### src/rtl/cpu_step_ctrl.sv
// Clock-enable generator for the TD-series soft CPUs: free-run divider, debounced
// single-step key, or halt. Also exports the debounced key and a CE pulse counter.
module cpu_step_ctrl #(
  parameter int DIV_W  = 28,
  parameter int DEB_W  = 16,
  parameter int STEP_W = 16
) (
  input  logic              CLOCK,
  input  logic              RESET,
  input  logic              KEY,
  input  logic [1:0]        MODE,
  input  logic [4:0]        RATE,
  output logic              CE,
  output logic              KEY_LEVEL,
  output logic              KEY_PRESS,
  output logic [STEP_W-1:0] STEP_CNT,
  output logic              HALTED
);

  localparam int RATE_W = (DIV_W > 1) ? $clog2(DIV_W) : 1;

  typedef enum logic [1:0] {
    MODE_RUN  = 2'b00,
    MODE_STEP = 2'b01,
    MODE_HALT = 2'b10,
    MODE_RUN2 = 2'b11
  } mode_e;

  logic              key_s1, key_s2, key_stable;
  logic [DEB_W-1:0]  deb_cnt;
  logic              deb_flip;
  logic              key_press_q;
  mode_e             mode_q;
  logic [RATE_W-1:0] rate_q, rate_clamp;
  logic [DIV_W-1:0]  divider, divider_next;
  logic              tap_prev, tap_prev_next;
  logic              clear_edge, ce_next, ce_q;
  logic [STEP_W-1:0] step_cnt;

  // The debounced level flips only after s2 has disagreed for a full counter span.
  assign deb_flip = (key_s2 != key_stable) && (deb_cnt == {DEB_W{1'b1}});

  always_comb begin
    rate_clamp = (int'(RATE) >= DIV_W) ? RATE_W'(DIV_W - 1) : RATE_W'(RATE);
    clear_edge = (MODE != mode_q) || (rate_clamp != rate_q);
  end

  always_comb begin
    // NOTE: every signal gets a default before any branch so no latch is inferred.
    divider_next  = divider;
    tap_prev_next = tap_prev;
    ce_next       = 1'b0;
    if (clear_edge) begin
      divider_next  = '0;
      tap_prev_next = 1'b0;
    end else begin
      unique case (mode_q)
        MODE_STEP: begin
          divider_next  = '0;
          tap_prev_next = 1'b0;
          ce_next       = key_press_q;
        end
        MODE_HALT: begin
        end
        default: begin
          // A held key pauses free-run; release restarts as from a clear edge.
          if (!key_stable) begin
            divider_next  = '0;
            tap_prev_next = 1'b0;
          end else begin
            divider_next  = divider + DIV_W'(1);
            tap_prev_next = divider[rate_q];
            ce_next       = divider[rate_q] & ~tap_prev;
          end
        end
      endcase
    end
  end

  // NOTE: sequential state uses <= so every register updates from pre-edge values.
  always_ff @(posedge CLOCK) begin
    if (RESET) begin
      key_s1      <= 1'b1;
      key_s2      <= 1'b1;
      key_stable  <= 1'b1;
      deb_cnt     <= '0;
      key_press_q <= 1'b0;
      mode_q      <= MODE_RUN;
      rate_q      <= '0;
      divider     <= '0;
      tap_prev    <= 1'b0;
      ce_q        <= 1'b0;
      step_cnt    <= '0;
    end else begin
      key_s1 <= KEY;
      key_s2 <= key_s1;
      if (key_s2 == key_stable) begin
        deb_cnt <= '0;
      end else if (deb_flip) begin
        key_stable <= key_s2;
        deb_cnt    <= '0;
      end else begin
        deb_cnt <= deb_cnt + DEB_W'(1);
      end
      key_press_q <= deb_flip & ~key_s2;
      mode_q      <= mode_e'(MODE);
      rate_q      <= rate_clamp;
      divider     <= divider_next;
      tap_prev    <= tap_prev_next;
      ce_q        <= ce_next;
      step_cnt    <= step_cnt + STEP_W'(ce_next);
    end
  end

  assign CE        = ce_q;
  assign KEY_LEVEL = ~key_stable;
  assign KEY_PRESS = key_press_q;
  assign STEP_CNT  = step_cnt;
  assign HALTED    = (mode_q == MODE_HALT);

endmodule

### config.mk
export PLATFORM = sky130hd
export DESIGN_NAME = cpu_step_ctrl
export DESIGN_NICKNAME = d
export VERILOG_FILES = /design/src/rtl/cpu_step_ctrl.sv
export SDC_FILE = /design/constraint.sdc
export NUM_CORES = 1
export LEC_CHECK = 0
export ABC_AREA = 1
export ABC_CLOCK_PERIOD_IN_PS = 2300
export BUFFER_PORTS_ARGS = -buffer_cell sky130_fd_sc_hd__buf_4
export CORE_UTILIZATION = 50
export CTS_CLUSTER_SIZE = 16
export DETAILED_ROUTE_END_ITERATION = 7
export PLACE_DENSITY = 0.71
export SETUP_SLACK_MARGIN = 0.02
export SLEW_MARGIN = 40
export SYNTH_ARGS = -nofsm -noshare
export SYNTH_HDL_FRONTEND = slang
export SYNTH_SLANG_ARGS = --single-unit
### constraint.sdc
create_clock -name CLOCK -period 2.3 [get_ports CLOCK]
set_input_delay 0.23 -clock CLOCK [delete_from_list [all_inputs] [get_ports CLOCK]]
set_output_delay 0.23 -clock CLOCK [all_outputs]
set_load 0.05 [all_outputs]
==> metrics, run 1 <==
outcome=finished, violations left; failing checks=setup timing; Cell Pwr Density=544.5 nW/um2; setup ws final=-0.2383 ns; setup_tns=-1.157 ns; minimum clock period=2.538 ns; DR DRC count=0; area of the multi-input gates=2133 um2; CTS Buf Count=9; first-pass GRT wire length=14270 um; clk buf depth=2; R2R setup slack=-0.24 ns; Core Box Area=7292 um2; max_cap viols=0; maximum clock rate=394.0 MHz; crit-path leading delay family=simple AND/OR/NAND/NOR gates; Reg clk slew, reported paths=0.09 ns; Power Total=2.666 mW; Post-DP Area=4408 um2; vias per cell=5.048; overall routed net length=9166 um; Port-buffer cells=29; total track usage=23.20%; vias in the first global route=3405; final clock period utilization by the worst path=110.4%; Synth Cell Area=3795 um2; Lkg Pwr=1.981 nW; Main synth FF type=dfxtp_1; DR vias=3660; met3 WL=284 um; Hold Path End=key_s1; post-synthesis sequential area ratio=38.51%; # diodes=0; reg-to-reg startpoint=rate_q[0]; wire length on met1=3961 um; CTS Hold Bufs=0; wire per inst=12.64 um; worst rel slew slack=74.75%; FF+latch area=1465 um2; cell count after synthesis=541; Routability Congestion=0.8878; met2 wire len=4744 um; 1st-pass router iterations=4; Worst Hold Class=in -> reg; CP Max Fanout=6; Synth Net Count=558; fin. max-slew vios=0; R2R depth=20; Most common cell on crit path=nand2_1; reg-to-reg critical path endpoint=STEP_CNT[14]; worst path buffer plus inverter count=2; die area=7942 um2; Hold Crit Start=KEY; CP Capture Type=flip-flop; number of top-level pins=30; initial antenna violation count=0; CTS tree=built; crit-path cells=buf_12 > nor2_1 > nor2_1 > nand2_1 > nand3_1 > nand3_1 > nand2_1 > nand4_1 > nand2_1 > nand2_2 > inv_2 > ha_4 > ha_4 > nand2_4 > nor3_4 > nand2_2 > nor2_4 > nand4_1 > o21ai_1 > a21oi_1; ANT nets after route=0; Critical Path Max Stage Delay=0.43 ns; class of the most critical setup path=reg -> reg; DR iter-0 viols=204; Yosys reg bits=73; Synth warnings=0; startpoint class of the critical path=flip-flop; Clk Latency, worst-skew pair=0.36 ns; worst hold path depth=2; grt ovf=0; largest net degree at the start of global routing=19; final hold violation count=0; Num Clock Sinks=73; Slew @ Worst Pin=0.3777 ns; Fillers=645; Max stage delay cell, worst path=dfxtp_4; CTS root buf=clkbuf_8; CP Data Arrival Time=2.79 ns; area grow syn2layout=29.01%; number of nets in the layout=638; Final Cell Area=4896 um2; Final Util=67.14%; layout cells sized above 1=27.16%; hpwl dp=6504 um; Worst Skew=0.009329 ns; unrepaired setup endpoints after global routing=yes; Die Width=89.12 um; Final setup viols=10; Rows=31; Top Metal Used=met4; Avg Cell Area, Syn=7.015 um2; Async SR Flop Fraction=0%; number of synthesized flops with an enable pin=0; die height=89.12 um; Required @ worst endpoint=2.55 ns; H-tree depth=3; initial core utilization=52.04%; VDD IR-drop max=0.3540 mV; Cell variety after synth=41
-- per-layer routing --
layer / vias to the layer above / track usage (%)
li1: 1890 / -
met1: 1697 / 26.34
met2: 55 / 41.85
met3: 18 / 6.279
met4: 0 / 8.081
met5: - / 0
-- power breakdown --
group	switching (mW)	leakage [nW]	total [mW]	internal (mW)
clock	0.531	0.119	1.19	0.658
sequential	0.0117	0.591	1.28	1.27
combinational	0.107	1.27	0.194	0.0871
-- worst max-delay path by stage --
stage / start / endpoint / slack [ns] / cells past startpoint
4_1_cts: rate_q[0] / STEP_CNT[14] / -0.11 / 20
5_1_grt: rate_q[0] / STEP_CNT[14] / -0.38 / 20
2_1_floorplan: rate_q[0] / STEP_CNT[14] / -0.03 / 22
3_3_place_gp: rate_q[0] / STEP_CNT[14] / -0.29 / 19
3_5_place_dp: rate_q[0] / STEP_CNT[14] / -0.49 / 19
6_report: rate_q[0] / STEP_CNT[14] / -0.24 / 20
-- cells by family after synthesis --
group	after synthesis	synth area share [%]
buf+inv	88	9.199
flops	73	38.51
simple gates	302	38.31
compound gates	52	7.287
xor+xnor	19	4.385
fa+ha+maj	7	2.308
-- cells in the mapped netlist (4+ instances only) --
cell type / count / area, um2
nand4_1: 11 / 68.82
dfxtp_1: 73 / 1461
o21ai_0: 18 / 90.09
nor3b_1: 4 / 30.03
nand2_1: 113 / 424.2
nor3_1: 17 / 85.08
nand3_1: 37 / 185.2
inv_2: 4 / 15.01
nand3_2: 6 / 60.06
xor2_1: 13 / 113.9
inv_1: 73 / 274.0
ha_1: 7 / 87.58
a21oi_1: 27 / 135.1
nor4_1: 5 / 31.28
nor2_2: 19 / 118.9
buf_2: 4 / 20.02
clkbuf_1: 4 / 15.01
xnor2_1: 6 / 52.55
nor2_1: 73 / 274.0
-- worst reg2reg max path: stages, from the launching register on --
cell and delay [ns]:
dfxtp_4 0.43, buf_12 0.13, nor2_1 0.05, nor2_1 0.10, nand2_1 0.08, nand3_1 0.08
nand3_1 0.08, nand2_1 0.10, nand4_1 0.10, nand2_1 0.10, nand2_2 0.07, inv_2 0.08
ha_4 0.14, ha_4 0.14, nand2_4 0.06, nor3_4 0.15, nand2_2 0.11, nor2_4 0.12
nand4_1 0.11, o21ai_1 0.15, a21oi_1 0.05
-- placed cells by master (no fill, tap or decap), types with 3 or more instances in the layout --
| cell | Yosys | final |
|---|---|---|
| a21oi_1 | 27 | 25 |
| buf_4 | 1 | 71 |
| buf_6 | 1 | 5 |
| clkbuf_8 | 0 | 10 |
| dfxtp_1 | 73 | 72 |
| ha_1 | 7 | 4 |
| ha_4 | 0 | 3 |
| inv_1 | 73 | 70 |
| inv_2 | 4 | 7 |
| nand2_1 | 113 | 106 |
| nand2_2 | 2 | 7 |
| nand3_1 | 37 | 36 |
| nand3_2 | 6 | 7 |
| nand4_1 | 11 | 11 |
| nor2_1 | 73 | 67 |
| nor2_2 | 19 | 23 |
| nor2_4 | 1 | 3 |
| nor3_1 | 17 | 14 |
| nor3_2 | 2 | 4 |
| nor3b_1 | 4 | 3 |
| nor4_1 | 5 | 3 |
| nor4_2 | 1 | 3 |
| o21ai_0 | 18 | 9 |
| o21ai_1 | 0 | 7 |
| xnor2_1 | 6 | 6 |
| xor2_1 | 13 | 13 |
-- state kept, by name, summed over array words and instances (netlist names) --
name        flops
key_s2          1
STEP_CNT       16
rate_q          5
CE              1
deb_cnt        16
key_stable      1
mode_q          2
KEY_PRESS       1
divider        28
tap_prev        1
key_s1          1
-- repair_timing --
item,4_1_cts,5_1_grt
gates resized for setup,11,38
gates cloned,1,1
buffers inserted,3,5
pin swaps,1,5
endpoints found under the setup margin,15,13
-- layout make-up --
cell class / instances / share of cell area (%)
inverter: 78 / 6.133
sequential: 73 / 29.93
clock inverter: 6 / 1.993
timing repair inverter: 1 / 0.07667
timing repair buffer: 78 / 12.96
clock buffer: 10 / 2.811
tap: 99 / 2.530
multi-input combinational: 380 / 43.57
-- per-stage QoR --
| step | hold slack [ns] | worst slack, ns | cells |
|---|---|---|---|
| after floorplan | 0.3338 | -0.03258 | 541 |
| after global placement | 0.3910 | -0.2876 | 699 |
| after detailed placement | 0.4039 | -0.4900 | 699 |
| after CTS | 0.04094 | -0.1064 | 719 |
| after global routing | 0.04048 | -0.3771 | 725 |
| final | 0.04806 | -0.2383 | 725 |
Power figures use the tool's default switching activity.
==> run 2: changes to the inputs <==
Settings changed: CORE_UTILIZATION 50 to 30, PLACE_DENSITY 0.71 to not set.
==> metrics, run 2 (synthesis results as in run 1) <==
hpwl dp=6565 um (+0.94%); layout cells sized above 1=26.76% (-0.39 points); VDD IR-drop max=0.3262 mV (-7.9%); Core Box Area=12160 um2 (+67%); CP Data Arrival Time=2.53 ns (-0.26 ns); overall routed net length=8942 um (-2.4%); crit-path cells=xor2_1 > nor2_1 > nand2_1 > nor3_4 > nand2_1 > nor2_1 > nand2_2 > inv_2 > ha_4 > ha_4 > nand2_4 > nor3_4 > nand2_2 > nor2_2 > nand4_1 > o21ai_1 > a21oi_1; Lkg Pwr=2.006 nW (+1.2%); Final Cell Area=5022 um2 (+2.6%); Rows=40 (+29%); final hold violation count=0 (unchanged); CTS root buf=clkbuf_16; vias in the first global route=3470 (+1.9%); 1st-pass router iterations=5 (+1); outcome=finished, violations left; number of nets in the layout=636 (-0.31%); area grow syn2layout=32.34%; total track usage=14.57% (-8.6 points); final hold slack=0.07758 ns (+0.02951 ns); failing checks=setup timing; initial core utilization=31.20% (-21 points); number of top-level pins=30 (unchanged); clk buf depth=2 (unchanged); Final setup viols=1 (-9); Reg clk slew, reported paths=0.06 ns (-0.03 ns); fin. max-slew vios=0 (unchanged); die area=13100 um2 (+65%); DR vias=3613 (-1.3%); class of the most critical setup path=reg -> reg; setup ws final=-0.01369 ns (+0.2246 ns); worst rel slew slack=65.52% (-9.2 points); CTS Buf Count=9 (unchanged); Num Clock Sinks=73 (unchanged); startpoint class of the critical path=flip-flop; Critical Path Max Stage Delay=0.33 ns (-0.10 ns); Max stage delay cell, worst path=dfxtp_1; Die Width=114.5 um (+28%); maximum clock rate=432.2 MHz (+9.7%); Clk Latency, worst-skew pair=0.33 ns (-0.03 ns); Top reg by flops=divider; initial antenna violation count=0 (unchanged); largest net degree at the start of global routing=19 (unchanged); H-tree depth=3 (unchanged); Fillers=1233 (+91%); commonest cells after routing, fill and taps aside=nand2_1, buf_4, dfxtp_1, inv_1, nor2_1; Worst Skew=0.005547 ns (-0.003782 ns); vias per cell=4.562 (-9.6%); # diodes=0 (unchanged); Slew @ Worst Pin=0.5132 ns (+0.1356 ns); DR iter-0 viols=154 (-25%); minimum clock period=2.314 ns (-0.2246 ns); Cell Pwr Density=575.4 nW/um2 (+5.7%); FF+latch area=1465 um2 (unchanged); grt ovf=0 (unchanged); Routability Congestion=0.8955 (+0.87%); Worst Hold Class=in -> reg; crit-path leading delay family=simple AND/OR/NAND/NOR gates; final clock period utilization by the worst path=100.6% (-9.8 points); leading cell type in the layout, fill and taps excluded=nand2_1; ANT nets after route=0 (unchanged); CP Max Fanout=3 (-3); CP Capture Type=flip-flop; die height=114.5 um (+28%); wire per inst=11.29 um (-11%); Post-DP Area=4487 um2 (+1.8%); CTS tree=built; worst path buffer plus inverter count=1 (-1); Required @ worst endpoint=2.52 ns (-0.03 ns); max reg flops=28 (unchanged); first-pass GRT wire length=15100 um (+5.9%); max_cap viols=0 (unchanged); unrepaired setup endpoints after global routing=yes; Port-buffer cells=29 (unchanged); area of the multi-input gates=2156 um2 (+1.1%); DR DRC count=0 (unchanged)
[run 2: stage by stage]
| stage | instances | worst slack [ns] | setup TNS, ns | utilization [%] | power (mW) |
|---|---|---|---|---|---|
| after floorplan | 541 | -0.03258 | -0.03258 | - | 1.422 |
| after global placement | 767 | -0.1154 | -0.3353 | 36.89 | 1.472 |
| after detailed placement | 767 | -0.2063 | -0.8064 | 36.89 | 1.475 |
| after CTS | 790 | -0.02681 | -0.02681 | 40.48 | 2.925 |
| after global routing | 792 | -0.2929 | -2.107 | 41.30 | 3.023 |
| final | 792 | -0.01369 | -0.01369 | 41.30 | 2.890 |
[run 2: path summary, 6_finish.rpt]
check	start	end	slack (ns)	cells past startpoint
setup reg to reg	rate_q[3]	STEP_CNT[14]	-0.01	17
hold reg to reg	key_s1	key_s2	0.41	1
hold / removal	KEY	key_s1	0.08	2
setup / recovery	rate_q[3]	STEP_CNT[14]	-0.01	17
[run 2: area by class of cell]
cell class              instances  share of cell area [%]
clock buffers                  10                   4.758
clock inverters                 6                   1.295
inverters                      78                   5.929
multi-input cells             380                   42.92
flip-flops and latches         73                   29.17
well taps                     168                   4.185
repair buffers                 77                   11.73
[run 2: layer usage]
layer	routed length, um	part of all wire, %	global-route usage [%]
met1	4016	45	17.29
met2	4330	48	24.00
met3	444	5.0	4.553
met4	151	1.7	6.753
met5	0	0	0
[run 2: timing repair]
action | in CTS | in global routing
pin swaps | 8 | 4
buffers inserted | 7 | 2
endpoints found under the setup margin | 10 | 12
cloned | 0 | 0
hold buffers | 0 | 0
resized for setup | 18 | 23
endpoints found under the hold margin | 0 | 0
[run 2: where the power goes]
part,switching [mW],total (mW),internal [mW],leakage (nW)
registers,0.00960,1.28,1.27,0.591
clock network,0.556,1.43,0.873,0.149
logic,0.104,0.178,0.0738,1.27
==> run 3: changes to the inputs <==
Settings changed: ABC_CLOCK_PERIOD_IN_PS 2300 to 2700.
Clock period 2.3 ns to 2.7 ns, I/O delays scaled along.
==> metrics, run 3 (synthesis results as in run 1) <==
DR iter-0 viols=133 (-14%); Most common cell on crit path=nand2_1; final hold violation count=0 (unchanged); DR vias=3493 (-3.3%); H-tree depth=3 (unchanged); Clk Latency, worst-skew pair=0.35 ns (+0.02 ns); CP Data Arrival Time=2.65 ns (+0.12 ns); CTS root buf=clkbuf_16; Cell Pwr Density=552.3 nW/um2 (-4.0%); maximum clock rate=414.0 MHz (-4.2%); initial core utilization=31.20% (unchanged); Final Cell Area=4668 um2 (-7.1%); Worst Skew=0.007228 ns (+0.001681 ns); Worst Hold Class=in -> reg; Die Width=114.5 um (unchanged); Routability Congestion=0.8479 (-5.3%); CTS Buf Count=9 (unchanged); R2R depth=17 (unchanged); first-pass GRT wire length=14370 um (-4.9%); leading cell type in the layout, fill and taps excluded=nand2_1; Final Util=38.38% (-2.9 points); final clock period utilization by the worst path=89.46% (-11 points); worst hold path depth=2 (unchanged); Post-DP Area=4252 um2 (-5.2%); Final setup viols=0 (-1); R2R setup slack=0.28 ns (+0.30 ns); vias per cell=4.614 (+1.1%); Core Box Area=12160 um2 (unchanged); commonest cells after routing, fill and taps aside=nand2_1, dfxtp_1, inv_1, nor2_1, buf_4; crit-path cells=xor2_1 > nor2_1 > nand2_1 > nor3_4 > nand2_1 > nor2_1 > nand2_2 > inv_2 > ha_4 > ha_4 > nand2_2 > nor3_4 > nand2_1 > nor2_2 > nand4_1 > o21ai_1 > a21oi_1; ANT nets after route=0 (unchanged); total track usage=13.87% (-0.70 points); fin. max-slew vios=0 (unchanged); Hold Crit Start=KEY; max_cap viols=0 (unchanged); hpwl dp=6209 um (-5.4%); Critical Path Max Stage Delay=0.34 ns (about the same); wire per inst=11.23 um (-0.56%); reg-to-reg critical path endpoint=STEP_CNT[14]; worst rel slew slack=61.55% (-4.0 points); Top reg by flops=divider; CTS Hold Bufs=0 (unchanged); minimum clock period=2.416 ns (+0.1019 ns); overall routed net length=8499 um (-5.0%); Max stage delay cell, worst path=dfxtp_1; Lkg Pwr=1.782 nW (-11%); initial antenna violation count=0 (unchanged); VDD IR-drop max=0.3390 mV (+3.9%); Fillers=1274 (+3.3%); Required @ worst endpoint=2.94 ns (+0.42 ns); vias in the first global route=3329 (-4.1%); class of the most critical setup path=reg -> reg; max reg flops=28 (unchanged); Rows=40 (unchanged); reg-to-reg startpoint=rate_q[3]; CP Max Fanout=3 (unchanged); number of nets in the layout=601 (-5.5%); Port-buffer cells=29 (unchanged); CP Capture Type=flip-flop; Hold Path End=key_s1; 1st-pass router iterations=4 (-1); die height=114.5 um (unchanged); Reg clk slew, reported paths=0.06 ns (about the same); outcome=finished clean; startpoint class of the critical path=flip-flop; die area=13100 um2 (unchanged); CTS tree=built; setup_tns=0 ns (+0.01369 ns); worst path buffer plus inverter count=1 (unchanged); number of top-level pins=30 (unchanged); Num Clock Sinks=73 (unchanged); crit-path leading delay family=simple AND/OR/NAND/NOR gates; # diodes=0 (unchanged); grt ovf=0 (unchanged); layout cells sized above 1=19.19% (-7.6 points); DR DRC count=0 (unchanged); Slew @ Worst Pin=0.5751 ns (+0.06186 ns); area grow syn2layout=23.01%; clk buf depth=2 (unchanged); largest net degree at the start of global routing=19 (unchanged)
[run 3: worst register-to-register path, cell delays in order, from the launching register on]
cell and delay, ns:
dfxtp_1 0.34, xor2_1 0.17, nor2_1 0.11, nand2_1 0.11, nor3_4 0.19, nand2_1 0.09, nor2_1 0.12, nand2_2 0.08
inv_2 0.07, ha_4 0.14, ha_4 0.13, nand2_2 0.07, nor3_4 0.13, nand2_1 0.12, nor2_2 0.14, nand4_1 0.11
o21ai_1 0.14, a21oi_1 0.05
[run 3: worst max path at each step]
stage / startpoint / cells after the start / endpoint / slack [ns]
floorplan: rate_q[0] / 22 / STEP_CNT[14] / 0.16
global placement: rate_q[0] / 20 / STEP_CNT[14] / 0.12
detailed placement: rate_q[0] / 20 / STEP_CNT[14] / -0.06
global route: rate_q[0] / 20 / STEP_CNT[14] / -0.005
CTS: rate_q[0] / 20 / STEP_CNT[14] / 0.05
finish: rate_q[3] / 17 / STEP_CNT[14] / 0.28
[run 3: power by group]
| part | leakage, nW | internal (mW) | switching, mW | total, mW |
|---|---|---|---|---|
| logic | 1.03 | 0.0504 | 0.0811 | 0.131 |
| registers | 0.591 | 1.08 | 0.00953 | 1.09 |
| clock network | 0.163 | 0.866 | 0.487 | 1.35 |
[run 3: timing repair]
action,in CTS,in global routing
buffers inserted,0,1
pin swaps,0,8
gates resized for setup,2,18
setup endpoints to repair,1,4
cloned,0,1
[run 3: area by class of cell]
cell class / instances / area, um2 / area share (%)
timing repair buffer: 42 / 320.3 / 6.861
clock buffer: 11 / 252.7 / 5.414
tap: 168 / 210.2 / 4.503
sequential: 73 / 1465 / 31.39
multi-input combinational: 380 / 2037 / 43.63
inverter: 78 / 297.8 / 6.379
clock inverter: 5 / 85.08 / 1.823
[run 3: layer usage]
| layer | routed length (um) | share of wire [%] | global-route usage (%) | up-vias |
|---|---|---|---|---|
| met4 | 176 | 2.1 | 6.234 | 0 |
| met5 | 0 | 0 | 0 | - |
| met2 | 4050 | 48 | 23.07 | 52 |
| met3 | 336 | 4.0 | 4.341 | 19 |
| met1 | 3936 | 46 | 16.36 | 1607 |
| li1 | - | - | - | 1815 |
[run 3: per-stage QoR]
stage	hold slack [ns]	setup slack, ns	power, mW	cells
after floorplan	0.3738	0.1618	1.207	541
after global placement	0.4022	0.1172	1.243	739
after detailed placement	0.4022	-0.06250	1.245	739
after CTS	0.09933	0.05069	2.603	755
after global routing	0.09421	-0.004791	2.670	757
final	0.1087	0.2844	2.578	757
